### src/rtl/vca_pkg.sv
// Shared widths, saturation bounds and the round/saturate helper used by the VCA
// and the downstream mixer.
package vca_pkg;

    localparam int SAMPLE_W = 16;
    localparam int ENV_W    = 16;
    localparam int PROD_W   = SAMPLE_W + ENV_W + 1;

    localparam logic signed [SAMPLE_W-1:0] SAT_HI = {1'b0, {(SAMPLE_W-1){1'b1}}};
    localparam logic signed [SAMPLE_W-1:0] SAT_LO = {1'b1, {(SAMPLE_W-1){1'b0}}};

    typedef struct packed {
        logic signed [SAMPLE_W-1:0] sample;
        logic                       sat;
    } sat_t;

    // Half-LSB of the output scale, added before the arithmetic shift for round half-up.
    function automatic logic signed [PROD_W-1:0] round_const(input int shift);
        return PROD_W'(1) << (shift - 1);
    endfunction

    function automatic sat_t sat_round(input logic signed [PROD_W-1:0] prod, input int shift);
        logic signed [PROD_W:0] r;
        sat_t                   res;
        r = (PROD_W+1)'(prod) + (PROD_W+1)'(round_const(shift));
        r = r >>> shift;
        res.sat = 1'b1;
        if (r > (PROD_W+1)'(SAT_HI))
            res.sample = SAT_HI;
        else if (r < (PROD_W+1)'(SAT_LO))
            res.sample = SAT_LO;
        else begin
            res.sample = r[SAMPLE_W-1:0];
            res.sat    = 1'b0;
        end
        return res;
    endfunction

endpackage

### src/rtl/gain_slew.sv
// Slew limiter: gain chases target by at most SLEW_MAX per clock, landing exactly
// on target once within reach, so it can neither overshoot nor wrap.
module gain_slew #(
    parameter int ENV_W    = 16,
    parameter int SLEW_MAX = 1024
) (
    input  logic             clk,
    input  logic             reset,
    input  logic [ENV_W-1:0] target,
    output logic [ENV_W-1:0] gain
);

    localparam logic [ENV_W-1:0] STEP = ENV_W'(SLEW_MAX);

    always_ff @(posedge clk or negedge reset) begin
        if (!reset)
            gain <= '0;
        else if (target > gain)
            gain <= (target - gain > STEP) ? gain + STEP : target;
        else
            gain <= (gain - target > STEP) ? gain - STEP : target;
    end

endmodule

### src/rtl/envelope_vca.sv
// VCA: two-stage multiply / round-saturate pipeline with valid/ready backpressure,
// gain slewed toward the envelope and a sticky clip flag.
module envelope_vca
    import vca_pkg::*;
#(
    parameter int SLEW_MAX   = 1024,
    parameter int GAIN_SHIFT = 0
) (
    input  logic                       clk,
    input  logic                       reset,
    input  logic                       s_valid,
    output logic                       s_ready,
    input  logic signed [SAMPLE_W-1:0] s_sample,
    input  logic        [ENV_W-1:0]    envelope,
    output logic                       m_valid,
    input  logic                       m_ready,
    output logic signed [SAMPLE_W-1:0] m_sample,
    output logic        [ENV_W-1:0]    gain,
    output logic                       clip,
    input  logic                       clip_clear
);

    localparam int RSHIFT = ENV_W - GAIN_SHIFT;

    logic [2:1]               vld_pipe;
    logic signed [PROD_W-1:0] prod;
    logic                     adv1, adv2;
    sat_t                     sr;

    gain_slew #(.ENV_W(ENV_W), .SLEW_MAX(SLEW_MAX)) u_slew (
        .clk    (clk),
        .reset  (reset),
        .target (envelope),
        .gain   (gain)
    );

    // A stage may load when it is empty or its contents are leaving this cycle.
    assign adv2    = !vld_pipe[2] || m_ready;
    assign adv1    = !vld_pipe[1] || adv2;
    assign s_ready = adv1;
    assign m_valid = vld_pipe[2];
    assign sr      = sat_round(prod, RSHIFT);

    always_ff @(posedge clk or negedge reset) begin
        if (!reset) begin
            vld_pipe <= '0;
            prod     <= '0;
            m_sample <= '0;
            clip     <= 1'b0;
        end else begin
            if (adv1)
                vld_pipe[1] <= s_valid;
            // Uses the pre-update gain, i.e. the value present in the accept cycle.
            if (adv1 && s_valid)
                prod <= PROD_W'(s_sample) * PROD_W'($signed({1'b0, gain}));
            if (adv2)
                vld_pipe[2] <= vld_pipe[1];
            if (adv2 && vld_pipe[1])
                m_sample <= sr.sample;
            if (adv2 && vld_pipe[1] && sr.sat)
                clip <= 1'b1;
            else if (clip_clear)
                clip <= 1'b0;
        end
    end

endmodule

### config.mk
export PLATFORM = sky130hd
export DESIGN_NAME = envelope_vca
export DESIGN_NICKNAME = d
export VERILOG_FILES = /design/src/rtl/vca_pkg.sv /design/src/rtl/gain_slew.sv /design/src/rtl/envelope_vca.sv
export SDC_FILE = /design/constraint.sdc
export NUM_CORES = 1
export LEC_CHECK = 0
export CAP_MARGIN = 20
export CORE_MARGIN = 2
export CORE_UTILIZATION = 35
export DETAILED_ROUTE_END_ITERATION = 10
export GPL_TIMING_DRIVEN = 0
export PLACE_DENSITY = 0.55
export SLEW_MARGIN = 20
export SYNTH_ARGS = -nofsm -noshare
export SYNTH_HDL_FRONTEND = slang
export SYNTH_SLANG_ARGS = --single-unit
### constraint.sdc
create_clock -name clk -period 7.9 [get_ports clk]
set_input_delay 1.975 -clock clk [delete_from_list [all_inputs] [get_ports clk]]
set_output_delay 1.975 -clock clk [all_outputs]
set_load 0.1 [all_outputs]
; After elaboration in Yosys (flattened, before gate mapping)
; Cells that the tools add are included.
[totals]
register_bits = 68
word_cells = 34
[op_classes]
reduce_logical = 8
multipliers = 1
add_sub_neg = 5
mux = 9
magnitude_cmp = 5
[ops]
columns = cell, count
row1 = 16-bit two-way mux, 5
row2 = 33-bit by 17-bit adder with 34-bit output (second input constant), 1
row3 = 16-bit by 17-bit multiplier with 33-bit output, 1
row4 = 16-bit by 11-bit > comparator with 1-bit output (second input constant), 2
row5 = 16-bit subtractor, 2
row6 = 18-bit by 16-bit > comparator with 1-bit output (second input constant), 1
row7 = 18-bit by 16-bit less-than comparator with 1-bit output (second input constant), 1
row8 = 16-bit by 11-bit adder with 16-bit output (second input constant), 1
row9 = 16-bit > comparator, 1
row10 = 16-bit by 11-bit subtractor with 16-bit output (second input constant), 1
row11 = 1-bit two-way mux, 4
row12 = 1-bit logical AND, 3
row13 = 1-bit logical NOT, 2
row14 = 1-bit logical OR, 2
row15 = 2-bit nonzero test, 1

; Longest topological paths before layout
; Gate-level depths: netlist (run 1).
[logic_depth]
depth_word = 6
depth_mapped = 24

; Modules after synthesis
; From an unflattened synthesis (run 1), not the netlist that was laid out.
[hier_totals]
hier_cells = 1514
hier_area_um2 = 13120.1
[by_module_without_submodules]
columns = mod, n_inst, seq_area_each_um2, cells_each, area_per_inst_um2
row1 = envelope_vca, 1, 925.9, 1157, 10401.2
row2 = gain_slew, 1, 400.4, 357, 2718.9

; Worst setup path after synthesis (run 1)
; Ideal clock, no wire load.
[synth_timing]
path_type = input to register
start = input s_sample[15]
end = register prod[32]
t_arrival_ns = 7.626
required_ns = 7.766
path_slack_ns = 0.140
path_stages = 21
path_cell_list = inv_1 > clkbuf_1 > nor2_1 > fa_1 > fa_1 > fa_1 > fa_1 > fa_1 > inv_1 > fa_1 > inv_1 > ha_1 > a21oi_1 > o21ai_0 > a311oi_2 > a211oi_1 > o31ai_2 > nor2_1 > a2111oi_2 > xnor2_1 > o21ai_1
[synth_between]
elab_chain_cells = 1
[synth_lines]
columns = element, line
row1 = start: declaration, envelope_vca.sv:13  ; input logic signed [SAMPLE_W-1:0] s_sample,
row2 = 16-bit by 17-bit multiplier with 33-bit output, envelope_vca.sv:55  ; prod <= PROD_W'(s_sample) * PROD_W'($signed({1'b0, gain}));
row3 = end signal: assignment, envelope_vca.sv:55
row4 = end: declaration, envelope_vca.sv:26  ; logic signed [PROD_W-1:0] prod;
; Every way passes these cells.
; A chain may end at the register's enable or synchronous reset.

; Worst setup path after layout (run 1)
[layout_timing]
start = input s_sample[8]
end = register prod[28]
; Same word-level chain as after synthesis.

==> impl_metrics.json, run 1 <==
{
  "status": "complete, no violations",
  "rows": 69,
  "vias": 9834,
  "ioPinCount": 72,
  "tightest_slew_ns": 1.03,
  "grt_pass1_vias": 10300,
  "detail_route.wl_per_cell_um": 17.1,
  "rsz0062_at_grt": "yes",
  "whs_path_depth": 2,
  "grt_pass1_wl_um": 54600,
  "placed_cell_area_um2": 13800,
  "hold_end": "m_sample[12]$_DFFE_PN0P_",
  "final_cell_area_um2": 14100,
  "antenna_left": 0,
  "initial_core_util_pct": 35.2,
  "max-slew-margin-rel_pct": 31.1,
  "rrSetupSlack_ns": 0.86,
  "die_w_um": 193,
  "die-area_um2": 37100,
  "synthToLayoutAreaGrowth_pct": 13.5,
  "n_fill_cell": 3598,
  "synth_cell_type_count": 73,
  "clk_latency_ns": 0.32,
  "grt.overflow.total": 0,
  "end_kind": "flop",
  "vias_per_cell": 4.99,
  "synth_seq_cells": 53,
  "reg2regPathDepth": 22,
  "critical_path_class": "input pin to flop",
  "fin_nets": 1891,
  "hp-start": "m_sample[12]$_DFFE_PN0P_",
  "r2r_end": "prod[28]$_DFFE_PN0P_",
  "final_cell_count_no_fill": 1969,
  "syn_nets": 1806,
  "worst_hold_path_type": "flop to flop",
  "dp_cells": 1955,
  "tritoncts": "yes",
  "synth-edff-count": 0,
  "layout_commonest_cell": "inv_1",
  "drive_above_1_share_pct": 6.56,
  "netlist_area_um2": 12400,
  "slew_violations": 0,
  "skew_ns": 0.0130,
  "worstPathArrival_ns": 7.82,
  "dp_hpwl_um": 27700,
  "r2r_start": "u_slew.gain[12]$_DFF_PN0_",
  "hold_violations": 0,
  "io_buffers": 71,
  "fmax_ghz": 0.131,
  "diodes": 0,
  "grt_max_degree": 38,
  "antenna_found_initial": 0,
  "drt_wl_total_um": 33700,
  "ys_async_sr_fraction_pct": 100,
  "whs_ns": 0.485,
  "drcViolationCount": 0,
  "fin_setup_tns_ns": 0,
  "multi_input_area_um2": 9880,
  "cts.sinks": 53,
  "synthFlopType": "dfrtp_1",
  "final_cell_mix": "inv_1 (281), nand2_1 (199), fa_1 (194), ha_1 (150), and2_1 (121)",
  "htreeDepth": 2,
  "coreArea_um2": 35300,
  "period_needed_ns": 7.64,
  "grtUsageTotal_pct": 19.0,
  "ys_seq_area_share_pct": 10.7,
  "numCtsBuffers": 5,
  "clkTransAtPathRegs_ns": 0.08,
  "setup_viol": 0,
  "drtPass1Iterations": 5,
  "worstSetupStartpointType": "input pin",
  "first_iter_violations": 493,
  "fin_crit_sh_pct": 96.7,
  "yosys_warnings": 0,
  "regArea_um2": 1330,
  "cts-root-buf": "clkbuf_16",
  "syn_avg_cell_area_um2": 8.75,
  "crit_fanout": 10,
  "syn_inst": 1422,
  "gp_congestion": 0.913,
  "drv_cap": 0,
  "required_ns": 8.09,
  "cts_buffer_depth": 2,
  "die_y_um": 193
}
-- synth_stat cells (13+ instances only) --
library cell  count  area [um^2]
inv_1           282         1060
nand2_1         200          751
fa_1            194         3880
ha_1            153         1910
and2_1          121          757
a21oi_1          53          265
dfrtp_1          53         1330
o21ai_0          50          250
clkbuf_1         46          173
nor2_1           34          128
xnor2_1          33          289
nand3_1          18         90.1
xor2_1           18          158
mux2i_1          13          130
-- layout make-up --
| type | count | area share (%) |
|---|---|---|
| Buffer | 57 | 2.82 |
| Multi-Input combinational cell | 1029 | 70.0 |
| Inverter | 282 | 7.52 |
| Tap cell | 461 | 4.08 |
| Timing Repair Buffer | 79 | 5.14 |
| Sequential cell | 53 | 9.39 |
| Clock inverter | 3 | 0.204 |
| Clock buffer | 5 | 0.886 |
-- critical path, stage by stage --
cell	delay, ns
buf_2	0.21
clkbuf_8	0.23
nand2_1	0.08
fa_1	0.55
inv_1	0.05
fa_1	0.49
inv_1	0.05
fa_1	0.52
inv_1	0.05
fa_1	0.47
fa_1	0.56
inv_1	0.06
fa_1	0.52
inv_1	0.04
ha_2	0.31
a21oi_2	0.18
o21ai_1	0.11
a311oi_2	0.24
buf_4	0.19
a211oi_4	0.08
or3_1	0.39
a21oi_1	0.19
xor2_1	0.17
o21ai_0	0.09
-- per-layer routing --
metal | up-vias | part of all wire [%] | wire length [um] | GRT usage, %
li1 | 4630 | - | - | -
met5 | - | 0 | 0 | 0
met1 | 4946 | 47 | 15700 | 26.8
met4 | 0 | 2.6 | 865 | 5.43
met2 | 215 | 47 | 15800 | 31.3
met3 | 43 | 3.8 | 1280 | 1.60
-- worst max path at each step --
stage | from | to | slack (ns)
global route | s_sample[7] | prod[32]$_DFFE_PN0P_ | -0.02
global placement | s_sample[9] | prod[32]$_DFFE_PN0P_ | -1.54
floorplan | s_sample[15] | prod[32]$_DFFE_PN0P_ | 0.14
detailed placement | s_sample[9] | prod[32]$_DFFE_PN0P_ | -1.57
finish | s_sample[8] | prod[28]$_DFFE_PN0P_ | 0.26
CTS | s_sample[12] | prod[32]$_DFFE_PN0P_ | 0.0008
-- per-stage QoR --
step | setup WS [ns] | util, %
floorplan | 0.140 | -
global placement | -1.54 | 38.9
detailed placement | -1.57 | 38.9
CTS | 0.000848 | 40.0
global route | -0.0151 | 40.0
finish | 0.262 | 40.0
-- what timing repair did --
item | in CTS | in global routing
setup buffers | 6 | 1
hold endpoints to repair | 0 | 0
hold buffers | 0 | 0
resized for setup | 88 | 33
pin swaps | 4 | 9
setup endpoints to repair | 17 | 9
-- sequential cells by signal, indices dropped and copies added, names as in the netlist --
| register | flops |
|---|---|
| m_sample | 16 |
| prod | 18 |
| clip | 1 |
| vld_pipe | 2 |
| u_slew.gain | 16 |
-- cells by family (layout without fill, tap and decap cells) --
logic type	after synthesis	count (layout)	share of synthesized area (%)
and+or+nand+nor	429	429	16.9
DFF	53	53	10.7
adders and majority gates	347	347	46.6
muxes	17	17	1.47
xor gates and xnor gates	51	51	3.59
AOI/OAI and AO/OA	185	185	10.1
buffers and inverters	340	426	10.7
Power of run 1 is left out: the tool's default activity adds up to more than one toggle a clock period on the data nets, which glitch-free logic cannot reach.
==> run 2: changes to the inputs <==
--- a/config.mk
+++ b/config.mk
@@ -8,6 +8,7 @@
 export CAP_MARGIN = 20
 export CORE_MARGIN = 2
 export CORE_UTILIZATION = 35
+export CTS_BUF_LIST = sky130_fd_sc_hd__clkbuf_16
 export DETAILED_ROUTE_END_ITERATION = 10
 export GPL_TIMING_DRIVEN = 0
 export PLACE_DENSITY = 0.55
==> results of run 2 <==
The final DEF is identical to that of run 1; final timing and power are the same.
Power of run 2 is left out for the same reason.
